`config.mk`:
```
export PLATFORM = sky130hd
export DESIGN_NAME = sos_button_encoder
export DESIGN_NICKNAME = d
export VERILOG_FILES = /design/src/rtl/elevator_emergency_pkg.sv /design/src/rtl/sos_debouncer.sv /design/src/rtl/sos_button_encoder.sv
export SDC_FILE = /design/constraint.sdc
export NUM_CORES = 1
export LEC_CHECK = 0
export BUFFER_PORTS_ARGS = -buffer_cell sky130_fd_sc_hd__buf_2
export CORE_MARGIN = 5
export CORE_UTILIZATION = 50
export CTS_BUF_LIST = sky130_fd_sc_hd__clkbuf_16
export DETAILED_ROUTE_END_ITERATION = 8
export PLACE_DENSITY = 0.69
export SLEW_MARGIN = 10
export SYNTH_ARGS = -nofsm -noshare
export SYNTH_HDL_FRONTEND = slang
export SYNTH_HIERARCHICAL = 1
export SYNTH_SLANG_ARGS = --single-unit
```
`constraint.sdc`:
```
create_clock -name clk -period 2 [get_ports clk]
set_input_delay 0.6 -clock clk [delete_from_list [all_inputs] [get_ports clk]]
set_output_delay 0.6 -clock clk [all_outputs]
set_load 0.05 [all_outputs]
```
`src/rtl/elevator_emergency_pkg.sv`:
```
// -----------------------------------------------------------------------------
// elevator_emergency_pkg
//   Shared definitions for the cabin SOS button encoder.
//   - sos_enc_state_t : encoder FSM state encoding (also exported on the
//                       encoder's fsm_state debug port)
//   - SOS_*_DEF       : default timing parameters for the encoder
//   - cnt_width()     : width of a saturating counter that must hold 0..param
// -----------------------------------------------------------------------------
package elevator_emergency_pkg;

   typedef enum logic [1:0] {
      S_IDLE   = 2'd0,   // no emergency; a debounced press raises one
      S_ACTIVE = 2'd1,   // emergency active; waiting for a cancel press
      S_HOLD   = 2'd2,   // cancel press in progress, counting hold time
      S_LOCK   = 2'd3    // toggle issued; waiting for handler and release
   } sos_enc_state_t;

   localparam int SOS_DEBOUNCE_DEF = 4;
   localparam int SOS_HOLD_DEF     = 8;
   localparam int SOS_LOCKOUT_DEF  = 6;

   // Counter width able to represent every value from 0 up to param.
   function automatic int cnt_width(input int param);
      return $clog2(param + 1);
   endfunction

endpackage

```
`src/rtl/sos_debouncer.sv`:
```
// -----------------------------------------------------------------------------
// sos_debouncer
//   Two-flop synchroniser followed by a level debouncer. The debounced level
//   only moves to the synchronised level after that level has differed from
//   it for DEBOUNCE_CYCLES consecutive edges; any return to the old level
//   restarts the count.
//
//   Ports
//     clk      in   rising-edge clock
//     rst_n    in   asynchronous active-low reset
//     btn_raw  in   raw asynchronous button, active high
//     deb      out  debounced, registered button level
// -----------------------------------------------------------------------------
module sos_debouncer
   import elevator_emergency_pkg::*;
#(
   parameter int DEBOUNCE_CYCLES = SOS_DEBOUNCE_DEF
) (
   input  logic clk,
   input  logic rst_n,
   input  logic btn_raw,
   output logic deb
);

   localparam int DW = cnt_width(DEBOUNCE_CYCLES);
   localparam logic [DW-1:0] D_LAST = DW'(DEBOUNCE_CYCLES - 1);

   logic          meta;
   logic          sync;
   logic [DW-1:0] dcnt;

   // Synchroniser: the first flop may go metastable, only sync is used.
   always_ff @(posedge clk or negedge rst_n) begin
      if (!rst_n) begin
         meta <= 1'b0;
         sync <= 1'b0;
      end else begin
         meta <= btn_raw;
         sync <= meta;
      end
   end

   // Debounce counter. It never exceeds D_LAST: reaching it commits the new
   // level and clears the count in the same edge, so it cannot wrap.
   always_ff @(posedge clk or negedge rst_n) begin
      if (!rst_n) begin
         deb  <= 1'b0;
         dcnt <= '0;
      end else if (sync == deb) begin
         dcnt <= '0;
      end else if (dcnt >= D_LAST) begin
         deb  <= sync;
         dcnt <= '0;
      end else begin
         dcnt <= dcnt + 1'b1;
      end
   end

endmodule

```
`src/rtl/sos_button_encoder.sv`:
```
// -----------------------------------------------------------------------------
// sos_button_encoder
//   Turns the cabin SOS push-button into single toggles of sos_flip for the
//   sos_handler. A short debounced press raises an emergency; cancelling an
//   active emergency needs the button held for HOLD_CYCLES. After each toggle
//   the encoder locks out further presses for LOCKOUT_CYCLES and checks that
//   sos_mode followed; if it has not by then, sos_fault latches until reset.
//
//   Ports
//     clk          in   rising-edge clock
//     rst_n        in   asynchronous active-low reset
//     sos_btn_raw  in   raw bouncing button, active high
//     sos_mode     in   mode fed back from sos_handler
//     sos_flip     out  toggle line to sos_handler (registered)
//     sos_pending  out  in lockout and sos_mode not yet at expected value
//     sos_fault    out  sticky: handler missed the lockout window
//     fsm_state    out  current encoder state (sos_enc_state_t encoding)
// -----------------------------------------------------------------------------
module sos_button_encoder
   import elevator_emergency_pkg::*;
#(
   parameter int DEBOUNCE_CYCLES = SOS_DEBOUNCE_DEF,
   parameter int HOLD_CYCLES     = SOS_HOLD_DEF,
   parameter int LOCKOUT_CYCLES  = SOS_LOCKOUT_DEF
) (
   input  logic       clk,
   input  logic       rst_n,
   input  logic       sos_btn_raw,
   input  logic       sos_mode,
   output logic       sos_flip,
   output logic       sos_pending,
   output logic       sos_fault,
   output logic [1:0] fsm_state
);

   localparam int HW = cnt_width(HOLD_CYCLES);
   localparam int LW = cnt_width(LOCKOUT_CYCLES);
   localparam logic [HW-1:0] HOLD_LAST = HW'(HOLD_CYCLES - 1);
   localparam logic [LW-1:0] LOCK_LAST = LW'(LOCKOUT_CYCLES - 1);

   logic           deb;
   sos_enc_state_t state, state_n;
   logic [HW-1:0]  hcnt, hcnt_n;
   logic [LW-1:0]  lcnt, lcnt_n;
   logic           exp_mode, exp_mode_n;
   logic           flip_n;
   logic           pending_n;
   logic           fault_n;

   sos_debouncer #(
      .DEBOUNCE_CYCLES (DEBOUNCE_CYCLES)
   ) u_deb (
      .clk     (clk),
      .rst_n   (rst_n),
      .btn_raw (sos_btn_raw),
      .deb     (deb)
   );

   always_comb begin
      state_n    = state;
      hcnt_n     = hcnt;
      lcnt_n     = lcnt;
      exp_mode_n = exp_mode;
      flip_n     = sos_flip;

      case (state)
         S_IDLE: begin
            if (sos_mode) begin
               // Handler was activated by some other source.
               state_n = S_ACTIVE;
            end else if (deb) begin
               flip_n     = ~sos_flip;
               exp_mode_n = 1'b1;
               lcnt_n     = '0;
               state_n    = S_LOCK;
            end
         end

         S_ACTIVE: begin
            if (!sos_mode) begin
               state_n = S_IDLE;
            end else if (deb) begin
               hcnt_n  = HW'(1);
               state_n = S_HOLD;
            end
         end

         S_HOLD: begin
            // A sos_mode fall wins over a completing hold: no toggle then.
            if (!sos_mode) begin
               hcnt_n  = '0;
               state_n = S_IDLE;
            end else if (!deb) begin
               hcnt_n  = '0;
               state_n = S_ACTIVE;
            end else if (hcnt >= HOLD_LAST) begin
               flip_n     = ~sos_flip;
               exp_mode_n = 1'b0;
               hcnt_n     = '0;
               lcnt_n     = '0;
               state_n    = S_LOCK;
            end else begin
               hcnt_n = hcnt + 1'b1;
            end
         end

         S_LOCK: begin
            // Leaving needs the window elapsed, the button released (so a held
            // button never re-triggers) and the handler in agreement.
            if ((lcnt >= LOCK_LAST) && !deb && (sos_mode == exp_mode)) begin
               lcnt_n  = '0;
               state_n = exp_mode ? S_ACTIVE : S_IDLE;
            end else if (lcnt < LOCK_LAST) begin
               lcnt_n = lcnt + 1'b1;
            end
         end

         default: begin
            state_n = S_IDLE;
         end
      endcase

      // Registered view of "in lockout and handler not there yet", so it rises
      // on the same edge as the toggle while sos_mode still has its old value.
      pending_n = (state_n == S_LOCK) && (sos_mode != exp_mode_n);

      fault_n = sos_fault |
                ((state == S_LOCK) && (lcnt == LOCK_LAST) && (sos_mode != exp_mode));
   end

   always_ff @(posedge clk or negedge rst_n) begin
      if (!rst_n) begin
         state       <= S_IDLE;
         hcnt        <= '0;
         lcnt        <= '0;
         exp_mode    <= 1'b0;
         sos_flip    <= 1'b0;
         sos_pending <= 1'b0;
         sos_fault   <= 1'b0;
      end else begin
         state       <= state_n;
         hcnt        <= hcnt_n;
         lcnt        <= lcnt_n;
         exp_mode    <= exp_mode_n;
         sos_flip    <= flip_n;
         sos_pending <= pending_n;
         sos_fault   <= fault_n;
      end
   end

   assign fsm_state = state;

endmodule

```
* Yosys cells after proc, flatten, opt, wreduce, memory -nomap -nowiden
Cells that the tools add are included.
** Storage, ports and cells
- Bits in registers :: 19
- Bits of input ports :: 4
- Word-level logic and storage cells :: 90
** Operators by class
- Add/subtract/negate cells :: 3
- $lt $le $gt $ge :: 4
- Eq/ne operators :: 17
- Mux-type cells :: 38
- Bitwise operators :: 3
- Reductions and logical operators :: 14
** Operators with widths (number)
- 3-bit 2-to-1 mux :: 9
- 4-bit 2-to-1 mux :: 5
- 2-bit 2-to-1 mux :: 8
- 1-bit 2-to-1 mux :: 11
- 3-bit case mux with 3 select lines :: 1
- 2-bit inequality test (second input constant) :: 4
- 2-bit case mux with 4 select lines :: 1
- 4-bit case mux with 2 select lines :: 1
- 7-bit AND reduction :: 1
- 3-bit by 1-bit adder with 3-bit output (second input constant) :: 2
- 2-bit == test (second input constant) :: 3
- 2-bit by 1-bit inequality test with 1-bit output (second input constant) :: 3
- 6-bit AND reduction :: 1
- 1-bit logical AND :: 5
- 4-bit by 1-bit adder with 4-bit output (second input constant) :: 1
- 4-bit by 3-bit greater-or-equal comparator with 1-bit output (second input constant) :: 1
- 1-bit case mux with 2 select lines :: 2
- 2-bit nonzero test :: 2
- 3-bit == test (second input constant) :: 1
- 3-bit by 2-bit greater-or-equal comparator with 1-bit output (second input constant) :: 1
- 3-bit greater-or-equal comparator (second input constant) :: 1
- 3-bit < comparator (second input constant) :: 1
- 3-bit inequality test (second input constant) :: 1
- 3-bit AND reduction :: 1
- 9 further kinds :: 12

* Depth between registers and ports, before layout
- Word-level depth :: 7
- Depth in mapped cells :: 6
- Gate-level depth less buffers :: 6

* By module
Netlist, hierarchy kept.
** Modules (own cells, without submodules)
- sos_button_encoder :: times used 1, cells an instance 94, area an instance 858.3 um^2, sequential area each 325.3 um^2
- sos_debouncer :: times used 1, cells an instance 15, area an instance 230.2 um^2, sequential area each 150.1 um^2

* Worst setup path before layout
No wires, ideal clock.
- Path kind :: register to register
- From :: register state[1] (netlist: fsm_state[1])
- To :: register lcnt[1]
- Setup time :: 0.150 ns
- Arrival time :: 1.589 ns
- Setup slack :: 0.261 ns
- Stages on the path, launching flop included :: 5
- Clock period less this slack :: 1.739 ns
- Path through :: dfrtp_1 > buf_6 > or4b_4 > o311ai_4 > o221ai_1
** Between the ends
- Cells in the longest elaborated chain, start to end :: 3
- Elaborated cells between the ends (all ways) :: 12
- Classes of those cells :: 8 x eq/ne; 1 x mux; 3 x reduce/logical
** Ends and longest elaborated chain
- from (decl) :: line sos_button_encoder.sv:42 : sos_enc_state_t state, state_n;
- from (signal assigned) :: line sos_button_encoder.sv:141 : state <= state_n;
- 2-bit == test / 2-bit logical NOT (equally long branches) :: line sos_button_encoder.sv:66 : case (state)
- 3-bit inequality test (no source line), or another cell as far along
- 7-bit AND reduction (no source line)
- to (signal assigned) :: line sos_button_encoder.sv:143 : lcnt <= lcnt_n;
- to (decl) :: line sos_button_encoder.sv:44 : logic [LW-1:0] lcnt, lcnt_n;
Parallel ways exist; a longest one is shown, timed or not.
A chain may end at the register's enable or synchronous reset.

* Final worst setup path
- From :: register lcnt[0]
- To :: register sos_fault
** Between the ends
- Cells in the longest elaborated chain, start to end :: 4
** Ends and longest elaborated chain
- 3-bit == test :: line sos_button_encoder.sv:128 : ((state == S_LOCK) && (lcnt == LOCK_LAST) && (sos_mode != exp_mode));
- 1-bit logical AND (2 in a row) :: line sos_button_encoder.sv:128
- 1-bit bitwise OR :: line sos_button_encoder.sv:127 : fault_n = sos_fault |
- net fault_n :: line sos_button_encoder.sv:48 : logic fault_n;
- to (signal assigned) :: line sos_button_encoder.sv:147 : sos_fault <= fault_n;
- to (decl) :: line sos_button_encoder.sv:32 : output logic sos_fault,
The timed path passes the listed nets, and every way through them passes these cells.

==> PnR_summary.wiki <==
{| class="wikitable"
! Metric !! Value
|-
| Pre-Repair DR Iteration Count || 4
|-
| N_diodes || 0
|-
| Top achievable clock speed || 553 MHz
|-
| Post-synthesis cell type count || 40
|-
| Placer Congestion || 0.801
|-
| Syn nets || 118
|-
| Fin Setup TNS || 0 ps
|-
| Antenna-violating nets left || 0
|-
| Critical setup path kind || register to register
|-
| HPWL after DPL || 1.57 mm
|-
| Mean cell area of the mapped netlist || 9.99 um^2
|-
| Maximum cell stage delay along the critical path || 440 ps
|-
| Setup-violating endpoint count in the final report || 0
|-
| Routed wire length per instance || 14.0 um
|-
| Number of global-route vias before repair || 807
|-
| MaxCap Viol Count || 0
|-
| Power density over cell area || 1620 mW/mm^2
|-
| Syn Std Cell Area || 0.00109 mm^2
|-
| Clock-pin slew of the registers on the worst-case setup and hold paths || 50 ps
|-
| Fraction of final layout cells with drive strength greater than 1 || 0.186
|-
| Placement-stage cell area || 0.00115 mm^2
|-
| Count of buffers added by post-CTS timing repair for setup || 0
|-
| Clock latency reported for the late side of the worst-skew pair || 250 ps
|-
| DR iter-0 viols || 15
|-
| Relative area change from synthesis to final layout || 12.6%
|-
| Worst-case headroom to the max-slew limit || 0.733
|-
| Critical Path Fanout Max || 6
|-
| Cell types with the largest area share after synthesis || dfrtp_1, ha_1, nand2_1
|-
| Slew Viols, Final || 0
|-
| Maximum resistive drop on vdd || 0.00102 V
|-
| Final Critical Period || 1810 ps
|-
| Sequential share of the synthesized area || 0.437
|-
| Post-detailed-route DRC marker count || 0
|-
| Clock sink total || 19
|-
| Top_reg_cell synth || dfrtp_1
|-
| Maximum number of pins on one net before global-route repair || 20
|-
| Overall die area || 0.00321 mm^2
|-
| Number of vias after detailed routing || 834
|-
| Cell with the biggest individual delay on the critical path || dfrtp_1
|-
| Pleak || 0.000562 uW
|-
| TritonCTS Buffers || 3
|-
| Async set-or-reset flop fraction in the synthesized netlist || 1.00
|-
| Startpoint of the most critical register-to-register path || lcnt[0]
|-
| Run status || finished clean
|-
| Post-route cell area || 0.00123 mm^2
|-
| Effective utilization at floorplan || 0.538
|-
| Clock root buffer master || clkbuf_16
|-
| Source of the critical timing path || lcnt[0]
|-
| Hold buffers post-CTS || 0
|-
| Actual slew at the worst max-slew pin || 400 ps
|-
| Hold violation count in the final report || 0
|-
| Die height || 56.7 um
|-
| Cell type with the highest aggregate area in the netlist || dfrtp_1
|-
| Overall global routing resource usage || 0.144
|-
| Initial antenna violation count || 0
|-
| Floorplan die width || 56.7 um
|-
| Critical Path AT || 1950 ps
|-
| Buffers on Ports || 8
|-
| Filler cells || 176
|-
| Number of placement rows || 16
|-
| Fraction of synthesized cell area taken by the top area cell type || 0.437
|-
| Register bit count reported by yosys || 19
|-
| Total number of H-tree levels || 1
|-
| Class of the most critical hold timing path || input port to async pin
|-
| Kind of launch point of the worst setup path || register
|-
| PostCTS Resize Cnt || 0
|-
| Crit-path cells || ha_1 -> or3_1 -> a31o_1 -> o41ai_2
|-
| Maximum buffer depth of the clock tree || 2
|-
| Worst setup skew after layout || 3.10 ps
|-
| Number of vias per cell || 5.75
|-
| Critical Path End Type || register
|-
| Critical Path RT || 2140 ps
|-
| RSZ-0062 raised after global routing || false
|-
| # IOs || 9
|-
| Core box area || 0.00202 mm^2
|-
| Number of flops mapped to enable cells by yosys || 0
|-
| Clock tree from TritonCTS || built
|-
| Period utilisation layout || 0.904
|-
| Remaining global-route overflow || 0
|-
| Layout net count || 128
|-
| Yosys Warn Count || 6
|-
| Drt total wl || 2.03 mm
|-
| Wire length of the first global-routing pass || 3.58 mm
|-
| Gate Count Post-Synth || 109
|}
[cell families after synthesis]
group	synth area share
XOR/XNOR	0.0322
adder cells (fa/ha/maj)	0.0575
flip-flops	0.437
AND/OR/NAND/NOR	0.162
AO/OA/AOI/OAI	0.246
buffers and inverters	0.0517
multiplexers	0.0138
[registers in the layout, indices dropped and copies added (netlist names)]
register,cells
fsm_state,2
u_deb/dcnt,3
hcnt,4
u_deb/meta,1
sos_fault,1
u_deb/sync,1
u_deb/deb,1
sos_flip,1
lcnt,3
sos_pending,1
exp_mode,1
[cell usage after synthesis, types with 3 or more instances]
master,instances
a21oi_2,4
dfrtp_1,19
inv_1,7
a21oi_1,8
nand2_1,11
o21ai_0,5
nand3_1,4
nor2_1,3
a31oi_1,4
buf_2,3
xnor2_1,3
ha_1,5
nor3_1,3
nor4_1,3
[power by group]
| part | switching, uW | leakage (uW) | internal (uW) |
|---|---|---|---|
| Sequential | 167 | 0.000229 | 512 |
| Combinational | 550 | 0.000291 | 361 |
| Clock | 129 | 0.0000423 | 265 |
[worst paths after layout]
check | endpoint | slack (ps) | depth (start not counted)
worst max-delay path | sos_fault | 190 | 4
min in group clk | u_deb/sync | 350 | 0
worst min-delay path | hcnt[2] | 280 | 1
max in group asynchronous | lcnt[2] | 1440 | 1
worst max register to register | sos_fault | 190 | 4
worst min register to register | u_deb/sync | 350 | 0
[placed cells by master (no fill, tap or decap), drive strengths merged]
cell type | Yosys | routed
a21oi | 12 | 12
nor4 | 3 | 3
nand2b | 1 | 1
o221ai | 1 | 1
xor2 | 1 | 1
a21o | 1 | 1
nor2b | 2 | 2
a31oi | 4 | 4
o21a | 1 | 1
o21ai | 6 | 6
mux2 | 1 | 1
inv | 7 | 8
a41o | 1 | 1
and3 | 1 | 1
a311o | 1 | 1
nor3 | 3 | 3
nor2 | 3 | 3
and2 | 1 | 1
o211ai | 1 | 1
ha | 5 | 5
nand4bb | 1 | 1
clkbuf | 1 | 3
nor3b | 1 | 1
nand2 | 11 | 11
o311ai | 2 | 2
a211o | 1 | 1
xnor2 | 3 | 3
nand3 | 4 | 4
a22o | 1 | 1
buf | 4 | 10
dfrtp | 19 | 19
a31o | 1 | 1
o31ai | 1 | 1
o41ai | 1 | 1
or3 | 1 | 1
or4b | 1 | 1
[critical path: cells and delay by family (launching register included)]
| family | cells | cell delay [ps] |
|---|---|---|
| adders and majority gates | 1 | 240 |
| AOI/OAI and AO/OA | 2 | 620 |
| and+or+nand+nor | 1 | 400 |
| DFF | 1 | 440 |
[layout make-up]
type,count,area (um^2),share of cell area
Timing Repair Buffer,10,55.1,0.0449
Sequential cell,19,475,0.388
Multi-Input combinational cell,78,557,0.454
Clock inverter,1,3.75,0.00306
Clock buffer,3,75.1,0.0612
Inverter,7,26.3,0.0214
Tap cell,27,33.8,0.0276
[per-stage QoR]
stage	cells	hold WS [ps]	setup WS [ps]	power, uW	util
after floorplan	109	304	261	1410	-
after global placement	141	335	189	1560	0.567
after detailed placement	141	337	161	1600	0.567
after CTS	145	285	191	2010	0.606
after global routing	145	316	124	2150	0.606
final	145	275	192	1980	0.606
[routing by layer]
metal / GRT usage / routed length [um]
met1: 0.170 / 890
met2: 0.243 / 1030
met4: 0.0610 / 27
met5: 0 / 0
met3: 0.0413 / 88
Power figures use the tool's default switching activity.
